--- config.mk ---
export PLATFORM = sky130hd
export DESIGN_NAME = lcd_test_display
export DESIGN_NICKNAME = d
export VERILOG_FILES = /design/src/rtl/lcd_pkg.sv /design/src/rtl/lcd_nibble_writer.sv /design/src/rtl/lcd_test_display.sv
export SDC_FILE = /design/constraint.sdc
export NUM_CORES = 1
export LEC_CHECK = 0
export CAP_MARGIN = 20
export CORE_MARGIN = 2
export CORE_UTILIZATION = 60
export CTS_CLUSTER_DIAMETER = 40
export CTS_CLUSTER_SIZE = 30
export DETAILED_ROUTE_END_ITERATION = 16
export PLACE_DENSITY = 0.8
export SLEW_MARGIN = 5
export SYNTH_ARGS = -nofsm -noshare
export SYNTH_HDL_FRONTEND = slang
export SYNTH_SLANG_ARGS = --single-unit
export TNS_END_PERCENT = 1
--- constraint.sdc ---
create_clock -name clk -period 6.7 [get_ports clk]
set_input_delay 1.005 -clock clk [delete_from_list [all_inputs] [get_ports clk]]
set_output_delay 1.005 -clock clk [all_outputs]
set_load 0.02 [all_outputs]
--- src/rtl/lcd_pkg.sv ---
// Shared constants, state encodings and message ROM for the character-LCD demo driver.
// Command bytes and the fixed line-1 text live here so the sequencer stays table-free.
package lcd_pkg;

   localparam int CNT_W = 20;
   localparam int WR_CNT_W = 16;

   localparam logic [7:0] LCD_FUNC_SET = 8'h28;
   localparam logic [7:0] LCD_ENTRY    = 8'h06;
   localparam logic [7:0] LCD_DISP_ON  = 8'h0C;
   localparam logic [7:0] LCD_CLEAR    = 8'h01;
   localparam logic [7:0] LCD_ADDR0    = 8'h80;

   typedef enum logic [3:0] {
      S_PWRUP, S_INIT1, S_INIT2, S_INIT3, S_INIT4, S_CFG, S_ADDR, S_TEXT, S_DONE
   } state_t;

   typedef enum logic [2:0] {
      PH_WAIT, PH_ISSUE_HI, PH_BUSY_HI, PH_GAP, PH_ISSUE_LO, PH_BUSY_LO, PH_IDLE
   } phase_t;

   typedef enum logic [1:0] {
      W_IDLE, W_SETUP, W_HIGH, W_HOLD
   } wr_state_t;

   function automatic logic [7:0] cfg_byte(input logic [1:0] idx);
      case (idx)
         2'd0:    return LCD_FUNC_SET;
         2'd1:    return LCD_ENTRY;
         2'd2:    return LCD_DISP_ON;
         default: return LCD_CLEAR;
      endcase
   endfunction

   // "FPGA LCD TEST OK"
   function automatic logic [7:0] msg_char(input logic [3:0] idx);
      case (idx)
         4'd0:    return 8'h46;
         4'd1:    return 8'h50;
         4'd2:    return 8'h47;
         4'd3:    return 8'h41;
         4'd4:    return 8'h20;
         4'd5:    return 8'h4C;
         4'd6:    return 8'h43;
         4'd7:    return 8'h44;
         4'd8:    return 8'h20;
         4'd9:    return 8'h54;
         4'd10:   return 8'h45;
         4'd11:   return 8'h53;
         4'd12:   return 8'h54;
         4'd13:   return 8'h20;
         4'd14:   return 8'h4F;
         default: return 8'h4B;
      endcase
   endfunction

endpackage

--- src/rtl/lcd_nibble_writer.sv ---
// Single 4-bit LCD write: setup T_SU, E high T_EH, hold T_SU; done pulses in the last hold cycle.
// start is accepted only while idle; rs/data are latched at start and held until the next start.
module lcd_nibble_writer
   import lcd_pkg::*;
#(
   parameter int T_EH = 12,
   parameter int T_SU = 2
) (
   input  logic       clk,
   input  logic       rst_n,
   input  logic       start,
   input  logic       rs_sel,
   input  logic [3:0] nibble,
   output logic       busy,
   output logic       done,
   output logic       lcd_e,
   output logic       lcd_rs,
   output logic [3:0] lcd_data
);

   wr_state_t           wst, wst_n;
   logic [WR_CNT_W-1:0] cnt, cnt_n;
   logic                rs_r;
   logic [3:0]          data_r;

   always_ff @(posedge clk or negedge rst_n) begin
      if (!rst_n) begin
         wst    <= W_IDLE;
         cnt    <= '0;
         rs_r   <= 1'b0;
         data_r <= 4'h0;
      end else begin
         wst <= wst_n;
         cnt <= cnt_n;
         if (start && wst == W_IDLE) begin
            rs_r   <= rs_sel;
            data_r <= nibble;
         end
      end
   end

   always_comb begin
      wst_n = wst;
      cnt_n = cnt;
      done  = 1'b0;
      case (wst)
         W_IDLE: begin
            cnt_n = '0;
            if (start) wst_n = W_SETUP;
         end
         W_SETUP: begin
            if (cnt == WR_CNT_W'(T_SU - 1)) begin
               cnt_n = '0;
               wst_n = W_HIGH;
            end else begin
               cnt_n = cnt + 1'b1;
            end
         end
         W_HIGH: begin
            if (cnt == WR_CNT_W'(T_EH - 1)) begin
               cnt_n = '0;
               wst_n = W_HOLD;
            end else begin
               cnt_n = cnt + 1'b1;
            end
         end
         W_HOLD: begin
            if (cnt == WR_CNT_W'(T_SU - 1)) begin
               cnt_n = '0;
               wst_n = W_IDLE;
               done  = 1'b1;
            end else begin
               cnt_n = cnt + 1'b1;
            end
         end
         default: wst_n = W_IDLE;
      endcase
   end

   // E decoded straight from state so an async reset drops it at once
   assign lcd_e    = (wst == W_HIGH);
   assign busy     = (wst != W_IDLE);
   assign lcd_rs   = rs_r;
   assign lcd_data = data_r;

endmodule

--- src/rtl/lcd_test_display.sv ---
// Self-running HD44780 4-bit driver: power-on init, 4-bit/2-line config, clear, then "FPGA LCD TEST OK".
// Sequencer walks states/phases; every nibble goes through lcd_nibble_writer, then terminal idle.
module lcd_test_display
   import lcd_pkg::*;
#(
   parameter int T_PWRUP = 750000,
   parameter int T_4MS   = 205000,
   parameter int T_100US = 5000,
   parameter int T_40US  = 2000,
   parameter int T_CLR   = 82000,
   parameter int T_EH    = 12,
   parameter int T_SU    = 2,
   parameter int T_NIB   = 50
) (
   input  logic clk,
   input  logic rst_n,
   output logic sf_e,
   output logic e,
   output logic rs,
   output logic rw,
   output logic d,
   output logic c,
   output logic b,
   output logic a
);

   state_t           state, state_n;
   phase_t           phase, phase_n;
   logic [CNT_W-1:0] cnt, cnt_n;
   logic [1:0]       cfg_idx, cfg_n;
   logic [3:0]       char_idx, char_n;

   logic             wr_start, wr_busy, wr_done;
   logic [3:0]       wr_nibble;
   logic [7:0]       cur_byte;
   logic [CNT_W-1:0] wait_lim;

   always_ff @(posedge clk or negedge rst_n) begin
      if (!rst_n) begin
         state    <= S_PWRUP;
         phase    <= PH_WAIT;
         cnt      <= '0;
         cfg_idx  <= '0;
         char_idx <= '0;
      end else begin
         state    <= state_n;
         phase    <= phase_n;
         cnt      <= cnt_n;
         cfg_idx  <= cfg_n;
         char_idx <= char_n;
      end
   end

   always_comb begin
      cur_byte = LCD_ADDR0;
      case (state)
         S_CFG:   cur_byte = cfg_byte(cfg_idx);
         S_TEXT:  cur_byte = msg_char(char_idx);
         default: cur_byte = LCD_ADDR0;
      endcase
   end

   always_comb begin
      wait_lim = CNT_W'(T_40US);
      case (state)
         S_PWRUP: wait_lim = CNT_W'(T_PWRUP);
         S_INIT1: wait_lim = CNT_W'(T_4MS);
         S_INIT2: wait_lim = CNT_W'(T_100US);
         S_CFG:   wait_lim = (cur_byte == LCD_CLEAR) ? CNT_W'(T_CLR) : CNT_W'(T_40US);
         default: wait_lim = CNT_W'(T_40US);
      endcase
   end

   // Init states send a lone nibble through the LO path
   always_comb begin
      wr_nibble = cur_byte[3:0];
      if (state == S_INIT1 || state == S_INIT2 || state == S_INIT3)
         wr_nibble = 4'h3;
      else if (state == S_INIT4)
         wr_nibble = 4'h2;
      else if (phase == PH_ISSUE_HI)
         wr_nibble = cur_byte[7:4];
   end

   always_comb begin
      state_n  = state;
      phase_n  = phase;
      cnt_n    = cnt;
      cfg_n    = cfg_idx;
      char_n   = char_idx;
      wr_start = 1'b0;
      case (phase)
         PH_WAIT: begin
            if (cnt == wait_lim - 1'b1) begin
               cnt_n   = '0;
               phase_n = PH_ISSUE_HI;
               case (state)
                  S_PWRUP: begin state_n = S_INIT1; phase_n = PH_ISSUE_LO; end
                  S_INIT1: begin state_n = S_INIT2; phase_n = PH_ISSUE_LO; end
                  S_INIT2: begin state_n = S_INIT3; phase_n = PH_ISSUE_LO; end
                  S_INIT3: begin state_n = S_INIT4; phase_n = PH_ISSUE_LO; end
                  S_INIT4: begin state_n = S_CFG; cfg_n = '0; end
                  S_CFG: begin
                     if (cfg_idx == 2'd3) state_n = S_ADDR;
                     else                 cfg_n   = cfg_idx + 1'b1;
                  end
                  S_ADDR: begin state_n = S_TEXT; char_n = '0; end
                  S_TEXT: begin
                     if (char_idx == 4'd15) begin
                        state_n = S_DONE;
                        phase_n = PH_IDLE;
                     end else begin
                        char_n = char_idx + 1'b1;
                     end
                  end
                  default: begin state_n = S_DONE; phase_n = PH_IDLE; end
               endcase
            end else begin
               cnt_n = cnt + 1'b1;
            end
         end
         PH_ISSUE_HI: begin
            if (!wr_busy) begin
               wr_start = 1'b1;
               phase_n  = PH_BUSY_HI;
            end
         end
         PH_BUSY_HI: if (wr_done) phase_n = PH_GAP;
         PH_GAP: begin
            if (cnt == CNT_W'(T_NIB - 1)) begin
               cnt_n   = '0;
               phase_n = PH_ISSUE_LO;
            end else begin
               cnt_n = cnt + 1'b1;
            end
         end
         PH_ISSUE_LO: begin
            if (!wr_busy) begin
               wr_start = 1'b1;
               phase_n  = PH_BUSY_LO;
            end
         end
         PH_BUSY_LO: if (wr_done) phase_n = PH_WAIT;
         default: phase_n = PH_IDLE;
      endcase
   end

   lcd_nibble_writer #(
      .T_EH (T_EH),
      .T_SU (T_SU)
   ) u_writer (
      .clk      (clk),
      .rst_n    (rst_n),
      .start    (wr_start),
      .rs_sel   (state == S_TEXT),
      .nibble   (wr_nibble),
      .busy     (wr_busy),
      .done     (wr_done),
      .lcd_e    (e),
      .lcd_rs   (rs),
      .lcd_data ({d, c, b, a})
   );

   assign sf_e = 1'b1;
   assign rw   = 1'b0;

endmodule

### After elaboration in Yosys (flattened, before gate mapping)

Memories as Yosys holds them, arrays and structs flattened.
Index checks and enable logic that the tools add are counted.

* $add $sub $neg: 5
* div/mod/pow operators: 0
* reductions and logical operators: 20
* equal/unequal tests: 38
* shift operators: 0
* bitwise gates (word level): 0
* muxes and demuxes: 38
* order comparisons: 0
* multiply operators: 0

Operator list (number)
* $pmux W20 S4: 1
* $pmux W16 S3: 1
* $mux W20: 2
* $pmux W20 S2: 1
* $mux W16: 2
* $pmux W4 S8: 1
* $mux W4: 6
* $mux W3: 7
* $add A20 B1 Y20 const B: 1
* $eq A20 B20 Y1: 1
* $eq A20 B6 Y1 const B: 1
* $sub A20 B1 Y20 const B: 1
* $pmux W3 S6: 1
* $pmux W6 S3: 1
* $mux W17: 1
* $add A16 B1 Y16 const B: 1
* $eq A16 B1 Y1 const B: 1
* $eq A16 B4 Y1 const B: 1
* $eq A4 B3 Y1 const B: 4
* $ne A2 B2 Y1 const B: 8
* $pmux W8 S2: 1
* $reduce_and A4 Y1: 4
* $ne A2 B1 Y1 const B: 6
* $mux W2: 5
* other kinds (26): 42

* bits in latches: 0
* output and inout bits: 8
* flip-flop bits (word level): 56
* word-level logic and storage cells: 111
* ROM bits: 112
* RAM bits: 0
* memories: 1

Memory list
* (name not given): depth 16, bits a word 7, rd ports 1, clocked after Yosys merged registers in 0, wr ports 0, RTL line lcd_pkg.sv:37 `case (idx)`

### Depth between registers and ports, before layout

* depth in word-level cells: 10
* depth in mapped cells: 14
* depth with buffers taken out: 11

### Cells and area by module

Synthesis repeated with hierarchy kept, for this count alone.

* cells, all modules: 445
* area, all modules: 4030.1 um^2

Modules (own cells, without submodules)
* lcd_test_display: seq. area each 825.8 um^2, cells an instance 332, times used 1, area an instance 2776.4 um^2
* lcd_nibble_writer: seq. area each 575.6 um^2, cells an instance 113, times used 1, area an instance 1253.7 um^2

### Least setup slack after synthesis

OpenSTA, ideal clock, no wires.

* path kind: register -> register
* start point: register state[0]
* end point: register char_idx[3]
* required time: 6.631 ns
* period minus slack after synthesis: 2.606 ns
* slack: 4.094 ns
* path buffers: 2
* setup time: 0.069 ns
* arrival: 2.537 ns
* cell stages (with the launch flop): 14
* cell sequence: dfrtp_1 > buf_4 > clkbuf_1 > xor2_1 > nand2_1 > inv_1 > ha_1 > xor2_1 > nand2_1 > a211oi_1 > and3b_1 > nand4_1 > or4_1 > nand3_1

* cells in the longest elaborated chain, start to end: 8
* elaborated cells on any way between the ends: 16
* those cells by class: add/sub: 1; eq/ne: 8; mux: 4; reduce/logical: 3

RTL lines
* start: declaration: RTL line lcd_test_display.sv:27 `state_t state, state_n;`
* start signal: assignment: RTL line lcd_test_display.sv:46 `state <= state_n;`
* $eq A4 B3 Y1, on equally long branches: RTL line lcd_test_display.sv:56, lcd_test_display.sv:97, lcd_test_display.sv:65
* $pmux W8 S2: RTL line lcd_test_display.sv:56 `case (state)`
* $eq A8 B1 Y1: RTL line lcd_test_display.sv:69 `S_CFG: wait_lim = (cur_byte == LCD_CLEAR) ? CNT_W'(T_CLR) : CNT_W'(T_40US);`
* $mux W17: RTL line lcd_test_display.sv:69
* $pmux W20 S4: RTL line lcd_test_display.sv:65 `case (state)`
* $sub A20 B1 Y20: RTL line lcd_test_display.sv:94 `if (cnt == wait_lim - 1'b1) begin`
* $eq A20 B20 Y1: RTL line lcd_test_display.sv:94
* $reduce_and A4 Y1 (no source line)
* end signal: assignment: RTL line lcd_test_display.sv:50 `char_idx <= char_n;`
* end: declaration: RTL line lcd_test_display.sv:31 `logic [3:0] char_idx, char_n;`

Several ways; a longest one is shown, not always the timed one.
A chain may end at the register's enable or synchronous reset.

### Worst setup path after layout

* start point: register state[1]
* end point: register cnt[2]

* cells in the longest elaborated chain, start to end: 9
* elaborated cells on any way between the ends: 13
* those cells by class: add/sub: 1; eq/ne: 6; mux: 5; reduce/logical: 1

RTL lines
* $eq A4 B3 Y1, on equally long branches: RTL line lcd_test_display.sv:56, lcd_test_display.sv:65
* $pmux W8 S2: RTL line lcd_test_display.sv:56
* $eq A8 B1 Y1: RTL line lcd_test_display.sv:69
* $mux W17: RTL line lcd_test_display.sv:69
* $pmux W20 S4 (*): RTL line lcd_test_display.sv:65
* $sub A20 B1 Y20 (*): RTL line lcd_test_display.sv:94
* $eq A20 B20 Y1 (*): RTL line lcd_test_display.sv:94
* $mux W20 (*): RTL line lcd_test_display.sv:94
* $pmux W20 S2 (*): RTL line lcd_test_display.sv:92 `case (phase)`
* end signal: assignment: RTL line lcd_test_display.sv:48 `cnt <= cnt_n;`
* end: declaration: RTL line lcd_test_display.sv:29 `logic [CNT_W-1:0] cnt, cnt_n;`

Mark *: on every way between the ends. The rest lies on a longest branch, timed or not.

==> metrics.md <==
| Metric | Value |
|---|---|
| Sink of the worst hold path | u_writer.lcd_data[0] |
| Reg-to-Reg End | cnt[2] |
| HPWL Detailed | 5540 um |
| TritonCTS Sinks | 56 |
| Remaining DRCs | 0 |
| Flop2flop setup slack | 3.75 ns |
| Most common cell after layout, fill and taps aside | nor2_1 |
| Placed instance area | 3880 um^2 |
| Worst EP required | 6.87 ns |
| Tmin final | 2.95 ns |
| Remaining Overflow, GRT | 0 |
| Die Area | 7070 um^2 |
| Tot GR Track Use | 23.3% |
| Starting Density | 61.3% |
| Hold WC Path Type | register to register |
| Clock Tree Buf Depth | 2 |
| Synth Instances | 451 |
| Worst-case clock skew | 0.00970 ns |
| Syn_nets | 472 |
| Distinct cell type count after synthesis | 62 |
| Worst setup path class | register to register |
| Insertion delay of the later-clocked pin in the worst-skew pair | 0.31 ns |
| DR WL/cell | 14.9 um |
| Leak | 0.00176 uW |
| Mapped cell area | 3850 um^2 |
| First-pass GRT wire length | 13800 um |
| Nets | 463 |
| Worst Path Arrival | 3.12 ns |
| Number of port buffers | 7 |
| Final hold vios | 0 |
| Post-CTS Resized | 0 |
| Die H | 84.1 um |
| Synth warn | 0 |
| Run status | finished, final reports clean |
| Post-synth EDFFs | 0 |
| Avg Cell Area, Syn | 8.53 um^2 |
| Number of hold buffers added after cts | 0 |
| Slew headroom | 38.4% |
| Worst flop-to-flop path startpoint | state[1] |
| Slew @ Worst Pin | 0.916 ns |
| Core footprint | 6280 um^2 |
| Hold depth | 2 |
| Setup ws final | 3.75 ns |
| CTS buffer count | 5 |
| Routability congestion estimate | 0.899 |
| Pre-CTS setup slack | 3.75 ns |
| Row Count | 29 |
| Top Ports | 10 |
| Final Max Slew Viols | 0 |
| Vias in the first global route | 3103 |
| Initial antenna violation count | 0 |
| Final Instance Area | 3980 um^2 |
| Worst-path clk slew | 0.09 ns |
| 1st-iter DRT viols | 198 |
| Die width | 84.1 um |
| Worst Hold Launch | u_writer.lcd_data[0] |
| Setup TNS | 0 ns |
| Seq cells post-synth | 56 |
| Synth-to-Final Area Change | 3.42% |
| DR pass1 iterations | 5 |
| Post-CTS setup buffers | 0 |
| CTS tree | yes |
| CP max FO | 19 |
| Power density cells | 136 nW/um^2 |
| Fmax | 339 MHz |
| Layout cell share with drive strength beyond 1 | 4.75% |
| CP Capture Type | register |
| Ant. Diodes | 0 |
| Largest net degree at the start of global routing | 57 |
| DRT antenna net count | 0 |
| Fillcell total | 534 |
| Period utilisation layout | 44.1% |
| Post-synthesis sequential area ratio | 36.4% |
| Startpoint class of the critical path | register |
| Detailed-route wire length | 7760 um |
| Most frequent cells in the layout | nor2_1 (62), dfrtp_1 (56), nand2_1 (35) |
| Detailed-route via count | 3198 |
| Main flop type after synthesis | dfrtp_1 |
| Asr flop ratio synth | 100% |
| DR vias/cell | 6.16 |
| Worst vdd ir | 0.0841 mV |
| MaxCap Viol Count | 0 |
| Final setup viols | 0 |
| H-tree depth | 2 |
| RSZ-0062 raised after global routing | false |
| Root Driver | clkbuf_8 |
| R2r worst-path depth | 10 |
cell type report:
type | count | area, um^2 | share of cell area [%]
inverters | 21 | 78.8 | 1.98
repair buffers | 8 | 72.6 | 1.82
clock buffers | 7 | 96.3 | 2.42
multi-input cells | 350 | 2230 | 56.1
flip-flops and latches | 56 | 1400 | 35.2
well taps | 77 | 96.3 | 2.42
power breakdown:
group	internal [uW]	total (uW)	switching, uW	leakage [uW]
clock	92.3	197	105	0.0000503
combinational	0.582	7.98	7.40	0.000941
sequential	338	338	0	0.000768
total	431	543	112	0.00176
per-layer routing:
layer / up-vias / routed length (um) / GRT usage, %
met5: - / 0 / 0
met4: 0 / 104 / 4.99
met3: 13 / 288 / 3.86
met2: 86 / 3700 / 39.8
met1: 1543 / 3660 / 31.3
li1: 1556 / - / -
flip-flops by register name, indices dropped and copies added, names as in the netlist, 2 cells and up:
| signal | cells |
|---|---|
| char_idx | 4 |
| cfg_idx | 2 |
| u_writer.lcd_data | 4 |
| phase | 3 |
| state | 4 |
| cnt | 20 |
| u_writer.cnt | 16 |
| u_writer.wst | 2 |
worst max-delay path by stage:
stage | startpoint | endpoint | slack [ns] | cells past startpoint
2_1_floorplan | state[0] | char_idx[3] | 4.09 | 13
3_3_place_gp | state[1] | cnt[10] | 3.93 | 10
3_5_place_dp | state[1] | cnt[2] | 3.75 | 10
4_1_cts | state[1] | cnt[2] | 3.72 | 10
5_1_grt | state[1] | cnt[3] | 3.51 | 10
6_report | state[1] | cnt[2] | 3.75 | 10
synth_stat cells (all sizes together), types with 2 or more instances:
master | number | area [um^2]
nor2 | 62 | 233
dfrtp | 56 | 1400
nand2 | 35 | 131
nand3 | 34 | 170
xor2 | 26 | 228
o21ai | 23 | 115
inv | 21 | 78.8
ha | 19 | 238
a21oi | 18 | 90.1
nor3 | 16 | 80.1
xnor2 | 14 | 123
clkbuf | 13 | 50.0
buf | 11 | 83.8
nor4 | 11 | 75.1
and3 | 7 | 43.8
nand4 | 7 | 43.8
mux2i | 6 | 60.1
nand2b | 6 | 37.5
nor2b | 6 | 40.0
a211oi | 4 | 30.0
a31oi | 4 | 25.0
or4 | 4 | 33.8
a22o | 3 | 26.3
a31o | 3 | 26.3
o211ai | 3 | 27.5
o31ai | 3 | 22.5
or3 | 3 | 18.8
a21o | 2 | 15.0
and2 | 2 | 12.5
and4 | 2 | 17.5
conb | 2 | 7.51
mux2 | 2 | 22.5
nor4b | 2 | 23.8
kinds of logic after synthesis:
group / share of synthesized area (%)
other cells: 0.195
simple gates: 26.9
buf+inv: 5.53
mux: 2.15
compound gates: 13.5
xor+xnor: 9.11
fa+ha+maj: 6.18
flops: 36.4
per-stage QoR:
stage	std cells	total power, uW	util [%]	hold WS [ns]
4_1_cts	519	548	63.4	0.496
3_3_place_gp	512	353	61.8	0.464
5_1_grt	519	561	63.4	0.531
3_5_place_dp	512	353	61.8	0.474
2_1_floorplan	451	346	-	0.463
6_report	519	543	63.4	0.490
worst max-delay path, cell delays in order (launching register included):
cell	delay, ns
dfrtp_1	0.76
xor2_1	0.20
nand2_1	0.09
ha_1	0.31
xor2_1	0.15
nand2_1	0.06
a211oi_1	0.22
and3b_1	0.22
and4_1	0.24
a21o_1	0.43
nor2_1	0.12
(Power assumes the default switching activity.)
